`src/rtl/wait_event_sequencer.sv`:
```
// Queues wait-for-edge commands, issues each to the wait stage and returns OK/TIMEOUT/BADIDX with elapsed cycles.
// Latency: accept at N -> start pulse at N+2; cmd_ready drops when the FIFO is full, RESP holds until rsp_ready.
module wait_event_sequencer #(
  parameter int WAIT_SIZE  = 5,
  parameter int FIFO_DEPTH = 4,
  parameter int GUARD      = 16
) (
  input  logic        clk,
  input  logic        rst_n,
  input  logic        i_cmd_valid,
  output logic        o_cmd_ready,
  input  logic        i_cmd_op,
  input  logic [7:0]  i_cmd_idx,
  input  logic [31:0] i_cmd_timeout,
  output logic        o_en_wait_event,
  output logic [31:0] o_wait_en,
  output logic        o_sel_wtr_wtf,
  output logic [31:0] o_max_timeout,
  input  logic        i_wait_done,
  output logic        o_rsp_valid,
  input  logic        i_rsp_ready,
  output logic [1:0]  o_rsp_status,
  output logic [31:0] o_rsp_cycles,
  output logic        o_busy
);

  localparam int PTR_W = $clog2(FIFO_DEPTH);
  localparam int CNT_W = $clog2(FIFO_DEPTH + 1);
  localparam logic [31:0] WAIT_LIM = 32'(WAIT_SIZE);
  localparam logic [32:0] GUARD33  = 33'(GUARD);

  localparam logic [1:0] ST_OK      = 2'b00;
  localparam logic [1:0] ST_TIMEOUT = 2'b01;
  localparam logic [1:0] ST_BADIDX  = 2'b10;

  typedef struct packed {
    logic        op;
    logic [7:0]  idx;
    logic [31:0] timeout;
  } cmd_t;

  typedef enum logic [1:0] {S_IDLE, S_ISSUE, S_WAIT, S_RESP} state_t;

  state_t state, state_nxt;

  cmd_t             mem [FIFO_DEPTH];
  cmd_t             cmd_in;
  cmd_t             cur;
  logic [PTR_W-1:0] wr_ptr, rd_ptr;
  logic [CNT_W-1:0] count;
  logic             push, pop, fifo_empty;

  logic [31:0] cnt;
  logic [32:0] cnt_inc, limit;
  logic [31:0] cnt_sat;
  logic        bad_idx, wd_hit;
  logic        set_bad, fin_ok, fin_to;
  logic [1:0]  status;
  logic [31:0] cycles;

  assign cmd_in      = {i_cmd_op, i_cmd_idx, i_cmd_timeout};
  assign fifo_empty  = (count == '0);
  assign o_cmd_ready = (count != CNT_W'(FIFO_DEPTH));
  assign push        = i_cmd_valid && o_cmd_ready;

  always_ff @(posedge clk) begin
    if (push) mem[wr_ptr] <= cmd_in;
  end

  // Depth is a power of two, so the pointers wrap naturally.
  always_ff @(posedge clk or negedge rst_n) begin
    if (!rst_n) begin
      wr_ptr <= '0;
      rd_ptr <= '0;
      count  <= '0;
    end else begin
      if (push) wr_ptr <= wr_ptr + 1'b1;
      if (pop)  rd_ptr <= rd_ptr + 1'b1;
      case ({push, pop})
        2'b10:   count <= count + 1'b1;
        2'b01:   count <= count - 1'b1;
        default: ;
      endcase
    end
  end

  assign bad_idx = ({24'd0, cur.idx} >= WAIT_LIM);
  assign cnt_inc = {1'b0, cnt} + 33'd1;
  assign cnt_sat = cnt_inc[32] ? 32'hFFFF_FFFF : cnt_inc[31:0];
  assign limit   = {1'b0, cur.timeout} + GUARD33;
  assign wd_hit  = (cur.timeout != 32'd0) && (cnt_inc == limit);

  always_ff @(posedge clk or negedge rst_n) begin
    if (!rst_n) state <= S_IDLE;
    else        state <= state_nxt;
  end

  always_comb begin
    state_nxt       = state;
    pop             = 1'b0;
    o_en_wait_event = 1'b0;
    set_bad         = 1'b0;
    fin_ok          = 1'b0;
    fin_to          = 1'b0;
    case (state)
      S_IDLE: begin
        if (!fifo_empty) begin
          pop       = 1'b1;
          state_nxt = S_ISSUE;
        end
      end
      S_ISSUE: begin
        if (bad_idx) begin
          set_bad   = 1'b1;
          state_nxt = S_RESP;
        end else begin
          o_en_wait_event = 1'b1;
          state_nxt       = S_WAIT;
        end
      end
      S_WAIT: begin
        // Completion beats a coincident watchdog expiry.
        if (i_wait_done) begin
          fin_ok    = 1'b1;
          state_nxt = S_RESP;
        end else if (wd_hit) begin
          fin_to    = 1'b1;
          state_nxt = S_RESP;
        end
      end
      S_RESP: begin
        if (i_rsp_ready) state_nxt = S_IDLE;
      end
      default: state_nxt = S_IDLE;
    endcase
  end

  always_ff @(posedge clk or negedge rst_n) begin
    if (!rst_n) begin
      cur    <= '0;
      cnt    <= '0;
      status <= '0;
      cycles <= '0;
    end else begin
      if (pop) cur <= mem[rd_ptr];
      if (state == S_ISSUE)     cnt <= '0;
      else if (state == S_WAIT) cnt <= cnt_sat;
      if (set_bad) begin
        status <= ST_BADIDX;
        cycles <= '0;
      end else if (fin_ok) begin
        status <= ST_OK;
        cycles <= cnt_sat;
      end else if (fin_to) begin
        status <= ST_TIMEOUT;
        cycles <= cnt_sat;
      end
    end
  end

  logic hold;
  assign hold          = (state == S_ISSUE) || (state == S_WAIT);
  assign o_wait_en     = hold ? {24'd0, cur.idx} : 32'd0;
  assign o_sel_wtr_wtf = hold ? cur.op : 1'b0;
  assign o_max_timeout = hold ? cur.timeout : 32'd0;
  assign o_rsp_valid   = (state == S_RESP);
  assign o_rsp_status  = status;
  assign o_rsp_cycles  = cycles;
  assign o_busy        = !fifo_empty || (state != S_IDLE);

endmodule

```
`config.mk`:
```
export PLATFORM = sky130hd
export DESIGN_NAME = wait_event_sequencer
export DESIGN_NICKNAME = d
export VERILOG_FILES = /design/src/rtl/wait_event_sequencer.sv
export SDC_FILE = /design/constraint.sdc
export NUM_CORES = 1
export LEC_CHECK = 0
export CORE_ASPECT_RATIO = 1.5
export CORE_MARGIN = 5
export CORE_UTILIZATION = 50
export DETAILED_ROUTE_END_ITERATION = 8
export HOLD_SLACK_MARGIN = 0.08
export PLACE_DENSITY = 0.82
export SLEW_MARGIN = 20
export SYNTH_ARGS = -nofsm -noshare
export SYNTH_HDL_FRONTEND = slang
export SYNTH_SLANG_ARGS = --single-unit
```
`constraint.sdc`:
```
create_clock -name clk -period 5.4 [get_ports clk]
set_clock_uncertainty 0.2 [all_clocks]
set_input_delay 1.62 -clock clk [delete_from_list [all_inputs] [get_ports clk]]
set_output_delay 1.62 -clock clk [all_outputs]
set_load 0.02 [all_outputs]
```
==> results of run 1 <==
[layout make-up]
class | instances | area (um^2)
well taps | 342 | 428
fillers | 2157 | 11300
repair buffers | 135 | 1330
multi-input cells | 684 | 5470
diodes | 1 | 2.50
clock buffers | 34 | 679
clock inverters | 11 | 87.6
inverters | 36 | 135
flip-flops and latches | 280 | 7830
[path summary, 6_finish.rpt]
kind	from	to	slack (ps)	depth (start not counted)
hold / removal	o_rsp_status[1]	o_rsp_status[1]	290	1
setup / recovery	state[0]	o_max_timeout[21]	790	4
hold reg to reg	o_rsp_status[1]	o_rsp_status[1]	290	1
max in group asynchronous	rst_n	o_rsp_cycles[5]	3190	2
setup reg to reg	cnt[0]	o_rsp_status[1]	1130	12
min in group asynchronous	rst_n	cur[24]	970	1
[cell families after synthesis]
| group | count (synthesis) | share of synthesized area [%] |
|---|---|---|
| simple gates | 314 | 12.4 |
| flops | 280 | 56.7 |
| compound gates | 138 | 6.43 |
| buf+inv | 134 | 4.55 |
| mux | 123 | 13.1 |
| xor+xnor | 71 | 5.51 |
| fa+ha+maj | 14 | 1.32 |
| other cells | 1 | 0.0272 |
[per-layer routing]
| layer | track usage, % | wire length, um |
|---|---|---|
| met5 | 0 | 0 |
| met1 | 24.0 | 11900 |
| met4 | 8.24 | 1290 |
| met2 | 35.3 | 16500 |
| met3 | 2.47 | 1470 |
[critical path: stages (launching register included)]
cell and delay [ps]:
dfrtp_1 430, inv_1 120, ha_2 820, and2_1 270
clkdlybuf4s50_1 620
[registers in the layout, summed over array words and instances (netlist names), 3 cells and up]
signal        flops
o_rsp_cycles     32
count             3
cur              41
mem             164
cnt              32
[report_power, final]
part	total, mW	internal [mW]	switching (mW)
Sequential	3.37	2.77	0.596
Clock	1.70	0.933	0.763
Combinational	3.32	1.62	1.70
[cell usage after synthesis (4+ instances only)]
cell	number	area [um^2]
xnor3_1	10	225
nand3_1	31	155
buf_4	24	180
a21oi_1	36	180
buf_1	5	18.8
dfrtp_1	116	2900
ha_1	13	163
mux4_2	41	923
o22ai_1	17	106
mux2i_1	37	370
nor4_1	25	156
o21ai_0	36	180
o31a_1	4	35.0
xor2_1	21	184
xnor2_1	40	350
nand4_1	22	138
or4_1	9	67.6
and4_1	7	61.3
a31o_2	13	114
buf_2	10	50.1
inv_1	35	131
or2_2	8	50.1
edfxtp_1	164	4920
a211oi_1	4	30.0
clkbuf_1	56	210
nor2_1	28	105
and2_1	44	275
nand2_1	82	308
nor3_1	17	85.1
or3_1	8	50.1
mux2_2	45	507
and3_1	10	62.6
nand2b_1	7	43.8
==> results.yml, run 1 <==
global_routing:
  grt_pass1_vias: 8912
  antenna_found_initial: 1
  grt_pass1_wl_um: 49100
  track_usage_pct: 19.6
  overflow: 0
  grt_max_degree: 64
cts:
  cts_buffers: 25
  postCtsSetupRepairBufs: 0
  clockBufferDepth: 3
  cts_sinks: 280
  clk_pin_slew_worst_paths_ps: 70
  clkLatencyLatePin_ps: 530
  cts_tree: "built"
  root_buffer: "clkbuf_16"
  ctsHoldBuffers: 0
  htree_num_levels: 1
  post_cts_resize_count: 0
placed_design:
  io_buffers: 124
  place_ws_ps: 1180
  placed_cell_area_um2: 15200
  dp.final_hpwl_um: 21300
  finalWeightedCongestion: 0.921
  placedCellCount: 1477
logic_synthesis:
  ys_seq_area_share_pct: 56.7
  synth_edf_count: 164
  async_flop_share_pct: 41.4
  ys_ff_latch: 280
  syn_inst: 1075
  synth_flop_cell: "edfxtp_1"
  synth_area_um2: 13800
  synth-warning-count: 0
  avgSynthCellArea_um2: 12.8
  yosysUniqueCellTypes: 68
timing:
  final_max_slew_viol_count: 0
  whs_ps: 287
  hold_viol_final: 0
  rsz0062_at_grt: "false"
  tns_ps: 0
  fmax_ghz: 0.217
  max_slew_margin_pct: 25.9
  worstMarginPinSlew_ps: 1110
  period_share_pct: 85.3
  fin_crit_ps: 4610
  worst_slack_ps: 793
  report.final.setup_viol: 0
pwr:
  power.leakage_nw: 6.00
  vdd_drop_max_mv: 0.329
  power-per-cell-area_nw_per_um2: 525
  fin_total_pwr_mw: 8.38
outcome:
  status: "completed"
cells_and_area:
  final_nets: 1222
  layout_common_cells: "edfxtp_1, clkdlybuf4s50_1, dfrtp_1, nand2_1, mux2_2"
  syn2layout_area_growth_pct: 15.7
  final_common_cell: "edfxtp_1"
  layout.cells.non_filler: 1523
  drive_above_1_share_pct: 14.7
  fin_area_um2: 16000
  post-route-util_pct: 58.6
setup_path:
  start_kind: "flop"
  worstPathArrival_ps: 2790
  crit_path_end_kind: "output port"
  required_ps: 3580
  critPathMaxFanout: 45
  crit_type: "flop to output port"
die:
  initial_core_util_pct: 50.7
  rows: 74
  die_area_um2: 31100
  core-area_um2: 27200
  die_h_um: 213
  die_w_um: 146
  io_pins: 149
detailed_routing:
  vias: 8837
  firstDrtPassIters: 6
  drt_wl_total_um: 31100
  detail-route-antenna-nets: 0
  dr.first_iter.drc_count: 797
  drc: 0
  viasPerCell: 5.80
  wl_per_cell_um: 20.4
min_path:
  hold_path.class: "flop to flop"
flow_run:
  timing.max_cap.violations: 0
(Power assumes the default switching activity.)
==> inputs of run 2 (changes only) <==
--- a/config.mk
+++ b/config.mk
@@ -5,6 +5,7 @@
 export SDC_FILE = /design/constraint.sdc
 export NUM_CORES = 1
 export LEC_CHECK = 0
+export CAP_MARGIN = 15
 export CORE_ASPECT_RATIO = 1.5
 export CORE_MARGIN = 5
 export CORE_UTILIZATION = 50
@@ -15,3 +16,4 @@
 export SYNTH_ARGS = -nofsm -noshare
 export SYNTH_HDL_FRONTEND = slang
 export SYNTH_SLANG_ARGS = --single-unit
+export TNS_END_PERCENT = 20
==> results of run 2 <==
No change in the layout: final DEF, timing and power equal those of run 1.
==> inputs of run 3 (changes only) <==
==> constraint.sdc (replaced) <==
create_clock -name clk -period 5.4 [get_ports clk]
set_clock_uncertainty 0.2 [all_clocks]
set_input_delay 1.62 -clock clk [delete_from_list [all_inputs] [get_ports clk]]
set_output_delay 1.62 -clock clk [all_outputs]
set_load 0.01 [all_outputs]
==> run 3 against run 2 <==
Global-route usage is 0.097 points lower. Utilization increased by 0.56 points. Register-to-register slack got worse by 90 ps. Flip-flop and latch count stayed put. Sequential power about the same. Total power increased by 0.72%. Combinational power down 6.3%. Critical path depth unchanged. Die area unchanged. Clock power increased by 15%. Wire length about the same. Via count is 0.54% higher. Highest routed layer unchanged.
==> results.yml, run 3 (same netlist as run 1, synthesis figures left out) <==
setup_path:
  reg2reg_from: "cnt[0]"
  worst_r2r_endpoint: "o_rsp_status[1]"
  crit_type: "flop to output port"
  start_kind: "flop"
  crit_slowest_cell: "ha_2"
  critPathCapture: "o_max_timeout[0]"
  critPathMaxStageDelay_ps: 890
  worstPathArrival_ps: 2830
  ff2ff_setup_slack_ps: 1040
  crit_start: "state[0]"
  crit_path_end_kind: "output port"
  required_ps: 3580
  reg2regPathDepth: 12
  cp_cell_sequence: "inv_1, ha_2, and2_1, clkdlybuf4s50_1"
  critPathMaxFanout: 53
cells_and_area:
  final_common_cell: "edfxtp_1"
  fillers: 2161
  post-route-util_pct: 59.2
  layout_common_cells: "edfxtp_1, clkdlybuf4s50_1, dfrtp_1, nand2_1, mux2_2"
  drive_above_1_share_pct: 15.3
  top_register: "mem"
  largest_reg_flops: 164
  largestRegisters: "mem: 164 flops, cur: 41 flops"
  final_nets: 1222
  syn2layout_area_growth_pct: 16.8
global_routing:
  use_met1_pct: 24.3
  use_met3_pct: 2.45
  antenna_found_initial: 1
  track_usage_pct: 19.5
  overflow: 0
  grt_pass1_wl_um: 48700
  grt_busiest_layer: "met2"
  grt_max_degree: 69
  grt_pass1_vias: 8809
  use_met2_pct: 35.0
cts:
  clockBufferDepth: 3
  postCtsSetupRepairBufs: 0
  htree_num_levels: 1
  clk_pin_slew_worst_paths_ps: 70
  ctsHoldBuffers: 0
  cts_buffers: 26
  cts_sinks: 280
  post_cts_resize_count: 0
  clkLatencyLatePin_ps: 530
  root_buffer: "clkbuf_16"
  cts_tree: "built"
die:
  die_w_um: 146
  die_h_um: 213
  core-area_um2: 27200
  rows: 74
  io_pins: 149
  initial_core_util_pct: 50.7
  die_area_um2: 31100
detailed_routing:
  drc: 0
  vias: 8885
  drt_wl_total_um: 31100
  detail-route-antenna-nets: 0
  firstDrtPassIters: 6
  dr.first_iter.drc_count: 746
  viasPerCell: 5.82
  wl_per_cell_um: 20.4
pwr:
  power.leakage_nw: 6.06
  power-per-cell-area_nw_per_um2: 524
  power_frac_comb_pct: 36.9
  p_sw_share_pct: 34.4
  p_switching_mw: 2.91
  vdd_drop_max_mv: 0.361
  fin_total_pwr_mw: 8.44
  cellInternalPower_mw: 5.53
  p_clk_share_pct: 23.3
  seqPwrFrac_pct: 39.8
placed_design:
  io_buffers: 124
  dp.final_hpwl_um: 21200
  finalWeightedCongestion: 0.951
outcome:
  status: "completed"
timing:
  fmax_ghz: 0.215
  rsz0062_at_grt: "false"
  fin_crit_ps: 4650
  final_max_slew_viol_count: 0
  worstMarginPinSlew_ps: 1080
  hold_viol_final: 0
  tns_ps: 0
  max_slew_margin_pct: 28.0
  period_share_pct: 86.1
  report.final.setup_viol: 0
flow_run:
  timing.max_cap.violations: 0
min_path:
  hold_path.class: "flop to flop"
-- run 3: layer usage --
metal  vias up  share of wire (%)
met2       342                 52
met3        77                5.2
met1      4350                 39
met4         0                3.6
met5         -                  0
li1       4116                  -
-- run 3: worst max-delay path, delay by kind of cell, from the launching register on --
kind | cells | cell delay [ps]
buffers and inverters | 2 | 690
adders and majority gates | 1 | 890
and+or+nand+nor | 1 | 290
DFF | 1 | 430
-- run 3: area by class of cell --
class | count | area, um^2 | area share (%)
Inverter | 36 | 135 | 0.839
Tap cell | 342 | 428 | 2.66
Clock inverter | 20 | 248 | 1.54
Multi-Input combinational cell | 684 | 5460 | 33.9
Clock buffer | 28 | 679 | 4.22
Sequential cell | 280 | 7830 | 48.6
Antenna cell | 2 | 5.00 | 0.0311
Timing Repair Buffer | 134 | 1330 | 8.23
-- run 3: worst min-delay path by stage --
stage	startpoint	end	slack, ps	cells after the start
2_1_floorplan	count[2]	count[2]	260	1
3_3_place_gp	o_rsp_status[1]	o_rsp_status[1]	280	1
3_5_place_dp	o_rsp_status[1]	o_rsp_status[1]	270	1
4_1_cts	o_rsp_status[1]	o_rsp_status[1]	290	1
5_1_grt	o_rsp_status[1]	o_rsp_status[1]	310	1
6_report	o_rsp_status[1]	o_rsp_status[1]	280	1
-- run 3: power by group through the flow --
stage / combinational, mW / clock (mW) / sequential, mW
floorplan: 2.29 / 0 / 3.01
global placement: 3.04 / 0 / 3.37
detailed placement: 3.11 / 0 / 3.40
CTS: 3.14 / 2.00 / 3.37
global route: 3.37 / 2.09 / 3.42
finish: 3.11 / 1.96 / 3.36
-- run 3: stage by stage --
step	instance area, um^2	setup slack [ps]	cells	hold slack, ps
global route	16100	588	1525	314
floorplan	13900	1830	1098	264
global placement	15200	1170	1476	276
finish	16100	752	1526	283
detailed placement	15200	1110	1476	273
CTS	16100	711	1524	289
